`src/rtl/quant_multi_pred.sv`:
```
// quant_multi_pred: best-fit multi-predictor residual quantizer with ready/valid flow control.
// Optional macro QUANT_VERIFY_EN adds a final stage rechecking |data - recon| <= eb.
module quant_multi_pred #(
  parameter int WIDTH = 32,
  parameter int QUANT = 13,
  parameter int NPRED = 3,
  parameter int FRAC  = 16,
  parameter int ENC_W = 2
) (
  input  logic                   clk,
  input  logic                   rst,
  input  logic                   cfg_load,
  input  logic [WIDTH-1:0]       cfg_eb,
  input  logic [FRAC:0]          cfg_inv2eb,
  input  logic [NPRED-1:0]       pred_en,
  input  logic                   in_valid,
  output logic                   in_ready,
  input  logic [WIDTH-1:0]       data_in,
  input  logic [NPRED*WIDTH-1:0] pred_in,
  output logic                   out_valid,
  input  logic                   out_ready,
  output logic [QUANT:0]         quant_code,
  output logic [ENC_W-1:0]       encode_out,
  output logic [WIDTH-1:0]       prediction_out,
  output logic [31:0]            unpred_cnt,
  input  logic                   cnt_clr
);
  localparam int DW    = WIDTH + 1;
  localparam int PW    = DW + FRAC + 1;
  localparam int RW    = WIDTH + QUANT + 2;
  localparam int SEL_W = (NPRED > 1) ? $clog2(NPRED) : 1;
  localparam logic [PW:0] RND = {{(PW+1-FRAC){1'b0}}, 1'b1, {(FRAC-1){1'b0}}};

  function automatic logic signed [DW-1:0] sub_ext(input logic signed [WIDTH-1:0] a,
                                                   input logic signed [WIDTH-1:0] b);
    return $signed({a[WIDTH-1], a}) - $signed({b[WIDTH-1], b});
  endfunction

  function automatic logic [DW-1:0] abs_diff(input logic signed [DW-1:0] d);
    return d[DW-1] ? $unsigned(-d) : $unsigned(d);
  endfunction

  // Round half up on the magnitude; the upper FRAC bits of the result are always zero.
  function automatic logic [PW:0] round_mag(input logic [PW-1:0] p);
    return ({1'b0, p} + RND) >> FRAC;
  endfunction

  function automatic logic code_ovf(input logic [PW:0] m);
    return |m[PW:QUANT];
  endfunction

  function automatic logic signed [RW-1:0] recon_calc(input logic signed [WIDTH-1:0] p,
                                                      input logic signed [QUANT:0]   c,
                                                      input logic [WIDTH-1:0]        eb);
    logic signed [RW-1:0] p_x, c_x, step;
    p_x  = $signed({{(RW-WIDTH){p[WIDTH-1]}}, p});
    c_x  = $signed({{(RW-QUANT-1){c[QUANT]}}, c});
    step = $signed({{(RW-WIDTH-1){1'b0}}, eb, 1'b0});
    return p_x + c_x * step;
  endfunction

  function automatic logic fits_width(input logic signed [RW-1:0] r);
    return (&r[RW-1:WIDTH-1]) | ~(|r[RW-1:WIDTH-1]);
  endfunction

  logic stall, adv;
  assign stall    = out_valid & ~out_ready;
  assign adv      = ~stall;
  assign in_ready = adv;

  logic [WIDTH-1:0] eb_r;
  logic [FRAC:0]    inv_r;

  always_ff @(posedge clk or posedge rst) begin
    if (rst) begin
      eb_r  <= '0;
      inv_r <= '0;
    end else if (cfg_load) begin
      eb_r  <= cfg_eb;
      inv_r <= cfg_inv2eb;
    end
  end

  logic vld_p1, vld_p2, vld_p3, vld_p4;
  logic signed [DW-1:0]    diff_c [NPRED];
  logic signed [WIDTH-1:0] data_p1, data_p2, data_p3, data_p4;
  logic signed [WIDTH-1:0] pred_p1 [NPRED];
  logic signed [DW-1:0]    diff_p1 [NPRED];
  logic [NPRED-1:0]        en_p1;
  logic [WIDTH-1:0]        eb_p1, eb_p2, eb_p3, eb_p4;
  logic [FRAC:0]           inv_p1, inv_p2;
  logic                    found_c, neg_c;
  logic [SEL_W-1:0]        sel_c, sel_p2, sel_p3, sel_p4;
  logic [DW-1:0]           best_c, mag_p2;
  logic signed [WIDTH-1:0] psel_c, psel_p2, psel_p3, psel_p4;
  logic                    unp_p2, unp_p3, unp_p4, neg_p2, neg_p3;
  logic [PW-1:0]           prod_p3;
  logic [PW:0]             mag_c;
  logic signed [QUANT:0]   code_c, code_p4;
  logic signed [RW-1:0]    recon_c;
  logic                    res_unp_c;
  logic [QUANT:0]          res_code_c;
  logic [ENC_W-1:0]        res_enc_c;
  logic [WIDTH-1:0]        res_pred_c;

  always_comb begin
    for (int i = 0; i < NPRED; i++)
      diff_c[i] = sub_ext(data_in, pred_in[i*WIDTH +: WIDTH]);
  end

  // Minimum |d| over enabled predictors; strict < keeps the lowest index on ties.
  always_comb begin
    found_c = 1'b0;
    sel_c   = '0;
    best_c  = '0;
    neg_c   = 1'b0;
    psel_c  = pred_p1[0];
    for (int i = 0; i < NPRED; i++) begin
      if (en_p1[i] && (!found_c || abs_diff(diff_p1[i]) < best_c)) begin
        found_c = 1'b1;
        sel_c   = SEL_W'(i);
        best_c  = abs_diff(diff_p1[i]);
        neg_c   = diff_p1[i][DW-1];
        psel_c  = pred_p1[i];
      end
    end
  end

  assign mag_c  = round_mag(prod_p3);
  assign code_c = neg_p3 ? -$signed({1'b0, mag_c[QUANT-1:0]}) : $signed({1'b0, mag_c[QUANT-1:0]});

  assign recon_c    = recon_calc(psel_p4, code_p4, eb_p4);
  assign res_unp_c  = unp_p4 | ~fits_width(recon_c);
  assign res_code_c = res_unp_c ? '0 : code_p4;
  assign res_enc_c  = res_unp_c ? '0 : ENC_W'(sel_p4) + ENC_W'(1);
  assign res_pred_c = res_unp_c ? data_p4 : recon_c[WIDTH-1:0];

  always_ff @(posedge clk or posedge rst) begin
    if (rst) begin
      vld_p1 <= 1'b0;
      vld_p2 <= 1'b0;
      vld_p3 <= 1'b0;
      vld_p4 <= 1'b0;
    end else if (adv) begin
      vld_p1 <= in_valid;
      vld_p2 <= vld_p1;
      vld_p3 <= vld_p2;
      vld_p4 <= vld_p3;
    end
  end

  always_ff @(posedge clk) begin
    if (adv) begin
      // S1: capture sample, per-sample config copy and raw residuals
      data_p1 <= data_in;
      en_p1   <= pred_en;
      eb_p1   <= eb_r;
      inv_p1  <= inv_r;
      for (int i = 0; i < NPRED; i++) begin
        pred_p1[i] <= pred_in[i*WIDTH +: WIDTH];
        diff_p1[i] <= diff_c[i];
      end
      // S2: best-fit predictor
      unp_p2  <= ~found_c;
      sel_p2  <= sel_c;
      mag_p2  <= best_c;
      neg_p2  <= neg_c;
      psel_p2 <= psel_c;
      data_p2 <= data_p1;
      eb_p2   <= eb_p1;
      inv_p2  <= inv_p1;
      // S3: scale by the reciprocal of 2*eb
      prod_p3 <= PW'(mag_p2) * PW'(inv_p2);
      unp_p3  <= unp_p2;
      sel_p3  <= sel_p2;
      neg_p3  <= neg_p2;
      psel_p3 <= psel_p2;
      data_p3 <= data_p2;
      eb_p3   <= eb_p2;
      // S4: rounded signed code with overflow detection
      code_p4 <= code_c;
      unp_p4  <= unp_p3 | code_ovf(mag_c);
      sel_p4  <= sel_p3;
      psel_p4 <= psel_p3;
      data_p4 <= data_p3;
      eb_p4   <= eb_p3;
    end
  end

`ifdef QUANT_VERIFY_EN
  logic                    vld_p5;
  logic [QUANT:0]          code_p5;
  logic [ENC_W-1:0]        enc_p5;
  logic signed [WIDTH-1:0] pred_p5, data_p5;
  logic [WIDTH-1:0]        eb_p5;
  logic [DW-1:0]           err_c;
  logic                    bad_c;

  // Unpredictable samples already carry pred == data, so their error is zero.
  assign err_c = abs_diff(sub_ext(data_p5, pred_p5));
  assign bad_c = err_c > {1'b0, eb_p5};

  // S5: reconstruction registered for the check stage
  always_ff @(posedge clk or posedge rst) begin
    if (rst)
      vld_p5 <= 1'b0;
    else if (adv)
      vld_p5 <= vld_p4;
  end

  always_ff @(posedge clk) begin
    if (adv) begin
      code_p5 <= res_code_c;
      enc_p5  <= res_enc_c;
      pred_p5 <= res_pred_c;
      data_p5 <= data_p4;
      eb_p5   <= eb_p4;
    end
  end

  // S6: error-bound check and output registers
  always_ff @(posedge clk or posedge rst) begin
    if (rst) begin
      out_valid      <= 1'b0;
      quant_code     <= '0;
      encode_out     <= '0;
      prediction_out <= '0;
    end else if (adv) begin
      out_valid      <= vld_p5;
      quant_code     <= bad_c ? '0 : code_p5;
      encode_out     <= bad_c ? '0 : enc_p5;
      prediction_out <= bad_c ? data_p5 : pred_p5;
    end
  end
`else
  // S5: reconstruction, range check and output registers
  always_ff @(posedge clk or posedge rst) begin
    if (rst) begin
      out_valid      <= 1'b0;
      quant_code     <= '0;
      encode_out     <= '0;
      prediction_out <= '0;
    end else if (adv) begin
      out_valid      <= vld_p4;
      quant_code     <= res_code_c;
      encode_out     <= res_enc_c;
      prediction_out <= res_pred_c;
    end
  end
`endif

  always_ff @(posedge clk or posedge rst) begin
    if (rst)
      unpred_cnt <= '0;
    else if (cnt_clr)
      unpred_cnt <= '0;
    else if (out_valid && out_ready && encode_out == '0 && unpred_cnt != '1)
      unpred_cnt <= unpred_cnt + 32'd1;
  end

endmodule

```
`config.mk`:
```
export PLATFORM = sky130hd
export DESIGN_NAME = quant_multi_pred
export DESIGN_NICKNAME = d
export VERILOG_FILES = /design/src/rtl/quant_multi_pred.sv
export SDC_FILE = /design/constraint.sdc
export NUM_CORES = 2
export LEC_CHECK = 0
export CORE_MARGIN = 2
export CORE_UTILIZATION = 31
export CTS_BUF_LIST = sky130_fd_sc_hd__clkbuf_4 sky130_fd_sc_hd__clkbuf_8
export DETAILED_ROUTE_END_ITERATION = 16
export GPL_TIMING_DRIVEN = 0
export SYNTH_ARGS = -nofsm -noshare
export SYNTH_HDL_FRONTEND = slang
export SYNTH_SLANG_ARGS = --single-unit
```
`constraint.sdc`:
```
create_clock -name clk -period 66.7 [get_ports clk]
set_input_delay 10.005 -clock clk [delete_from_list [all_inputs] [get_ports clk]]
set_output_delay 10.005 -clock clk [all_outputs]
set_load 0.02 [all_outputs]
```
==> flow_summary.json <==
{
  "status": "complete, no violations",
  "cts.sinks": 811,
  "crit_path_end_kind": "primary output",
  "multi_input_area_um2": 42300,
  "drcViolationCount": 0,
  "final_core_util_pct": 35.55,
  "crit_arrival_ps": 13710,
  "holdPathStages": 0,
  "synth_edf_count": 677,
  "hold_path.class": "flop to flop",
  "hold_end": "eb_p3[16]$_DFFE_PN_",
  "io_pins": 268,
  "synth_area_um2": 70980,
  "holdBufCountCts": 0,
  "max_cap_viol_count": 0,
  "dpl_cell_area_um2": 77770,
  "syn_nets": 8360,
  "grt_max_degree": 96,
  "fp.dieH_um": 482.5,
  "final_cell_mix": "inv_1 (1052), nand2_1 (926), fa_1 (824), edfxtp_1 (677), ha_1 (472)",
  "finClkSkew_ps": 84.15,
  "cts_htree_levels": 4,
  "postCtsSetupBuffers": 0,
  "critPathSlowestCell": "clkbuf_4",
  "avgSynthCellArea_um2": 10.32,
  "slew_viol_final": 0,
  "final_common_cell": "inv_1",
  "fp.dieW_um": 482.5,
  "cts_tree": "yes",
  "cp_cell_sequence": "clkdlybuf4s50_1, nor2b_1, clkbuf_1, inv_1, clkbuf_1, clkbuf_4, buf_16, buf_16, clkdlybuf4s50_1",
  "rrSetupSlack_ps": 53880,
  "areaGrowthSynthToFinish_pct": 13.95,
  "dp_cells": 10170,
  "fillers": 22650,
  "antenna_left": 0,
  "path_max_fanout": 61,
  "yosys-top-cells-area": "edfxtp_1 (29%), fa_1 (23%), ha_1 (8.3%), inv_1 (5.6%), nand2_1 (4.9%)",
  "postSynth.asyncResetShare_pct": 16.52,
  "finalCriticalPeriod_ps": 23720,
  "first_pass_iters": 6,
  "grt_usage_pct": 19.11,
  "drive_above_1_share_pct": 4.892,
  "antenna_found_initial": 25,
  "required_ps": 56690,
  "rsz0062_at_grt": "false",
  "finalSetupViolations": 0,
  "crit_buf_inv": 8,
  "critPathKind": "input pin to primary output",
  "cpPeakStageDelay_ps": 670,
  "cp-start-kind": "input pin",
  "worstMarginPinSlew_ps": 1291,
  "r2r_cells": 38,
  "synth_largest_area_cell": "edfxtp_1",
  "ys_types": 86,
  "clk-insertion-delay-late_ps": 960,
  "core-area_um2": 227500,
  "row_count": 175,
  "cts-resized-gates": 0,
  "hold_viol": 0,
  "hpwl_um": 179200,
  "finalCritPeriodShare_pct": 35.56,
  "grt_first_pass_wirelength_um": 334100,
  "cts_buffer_depth": 3,
  "slew_headroom_pct": 13.01,
  "place_congestion": 0.9224,
  "fmax_mhz": 42.16,
  "grt_pass1_vias": 53250,
  "grt_overflow": 0,
  "routedWlPerCell_um": 21.17,
  "cts_buffers": 146,
  "cts_root_buf": "clkbuf_8",
  "hold_start": "eb_p2[16]$_DFFE_PN_",
  "fin_tns_setup_ps": 0,
  "register_area_um2": 23680,
  "yosys.area.top_type_share_pct": 28.64,
  "ys_ff_latch": 811,
  "path_clk_slew_ps": 60,
  "synth_flop_cell": "edfxtp_1",
  "fin_cells": 10440,
  "yosysWarnings": 0,
  "drtIter0Drc": 3867,
  "synth_seq_area_share_pct": 33.37,
  "vias": 51600,
  "synthCells": 6878,
  "drt-total-wl_um": 221000,
  "die-area_um2": 232800,
  "initial_core_util_pct": 31.20,
  "r2r-end": "prediction_out[6]$_DFFE_PP0N_",
  "r2r-start": "code_p4[13]$_SDFFCE_PN0N_",
  "io_buffers": 266,
  "fin_nets": 8788,
  "cp_top_family": "buffers and inverters",
  "final_cell_area_um2": 80880,
  "vias_per_cell": 4.942
}
[registers in the layout, indices dropped and copies added (netlist names), 33 cells and up]
signal,count
mag_p2,33
prod_p3,35
pred_p1,96
diff_p1,99
[cells in the mapped netlist (43+ instances only)]
cell type and instances:
a21o_1 130, a21oi_1 202, and2_1 419, clkbuf_1 244, dfrtp_1 134, edfxtp_1 677
fa_1 824, ha_1 472, inv_1 1053, mux2_2 53, mux2i_1 58, nand2_1 926
nand3_1 92, nand4_1 44, nor2_1 291, nor2b_1 54, nor3_1 84, o21a_1 43
o21ai_0 222, xnor2_1 218, xor2_1 111
[stage by stage]
stage / hold WS [ps] / setup WS (ps)
after floorplan: 400.3 / 27520
after global placement: 400.9 / 14970
after detailed placement: 404.5 / 42940
after CTS: 387.0 / 42930
after global routing: 401.3 / 42760
final: 387.2 / 42980
[layer usage]
metal | GRT usage, % | vias up | share of wire (%)
li1 | - | 23410 | -
met1 | 25.59 | 26060 | 43
met2 | 30.63 | 1742 | 46
met3 | 3.430 | 375 | 6.7
met4 | 7.482 | 16 | 3.9
met5 | 0 | - | 0.041
[worst max-delay path by stage]
stage                     slack, ps  cells past startpoint       end  startpoint
after global routing          42760                      9  in_ready   out_ready
after CTS                     42930                      9  in_ready   out_ready
after floorplan               27520                      5  in_ready   out_ready
final                         42980                      9  in_ready   out_ready
after global placement        14970                      7  in_ready   out_ready
after detailed placement      42940                      9  in_ready   out_ready
[cell families after synthesis]
kind of cell,count (synthesis),share of synthesized area [%]
mux,111,1.659
xor+xnor,330,4.083
fa+ha+maj,1296,31.56
flops,811,33.37
simple gates,2092,14.01
buf+inv,1324,7.048
compound gates,914,8.271
[final cells by class]
type	instances	share of cell area, %
Sequential cell	811	29.28
Timing Repair Buffer	280	3.725
Clock buffer	192	2.942
Buffer	271	1.303
Clock inverter	71	0.8647
Inverter	1053	4.896
Tap cell	3009	4.655
Multi-Input combinational cell	4743	52.30
Antenna cell	11	0.03403
[worst reg2reg max path: cells and delay by family, from the launching register on]
kind | cells | cell delay [ps]
AND/OR/NAND/NOR | 9 | 2280
buffers and inverters | 6 | 1850
flip-flops | 1 | 530
adder cells (fa/ha/maj) | 8 | 3980
XOR/XNOR | 1 | 190
AO/OA/AOI/OAI | 14 | 3930
Power is not shown: default switching activity piles up to over one toggle a cycle in this logic, so the estimate is an artifact.
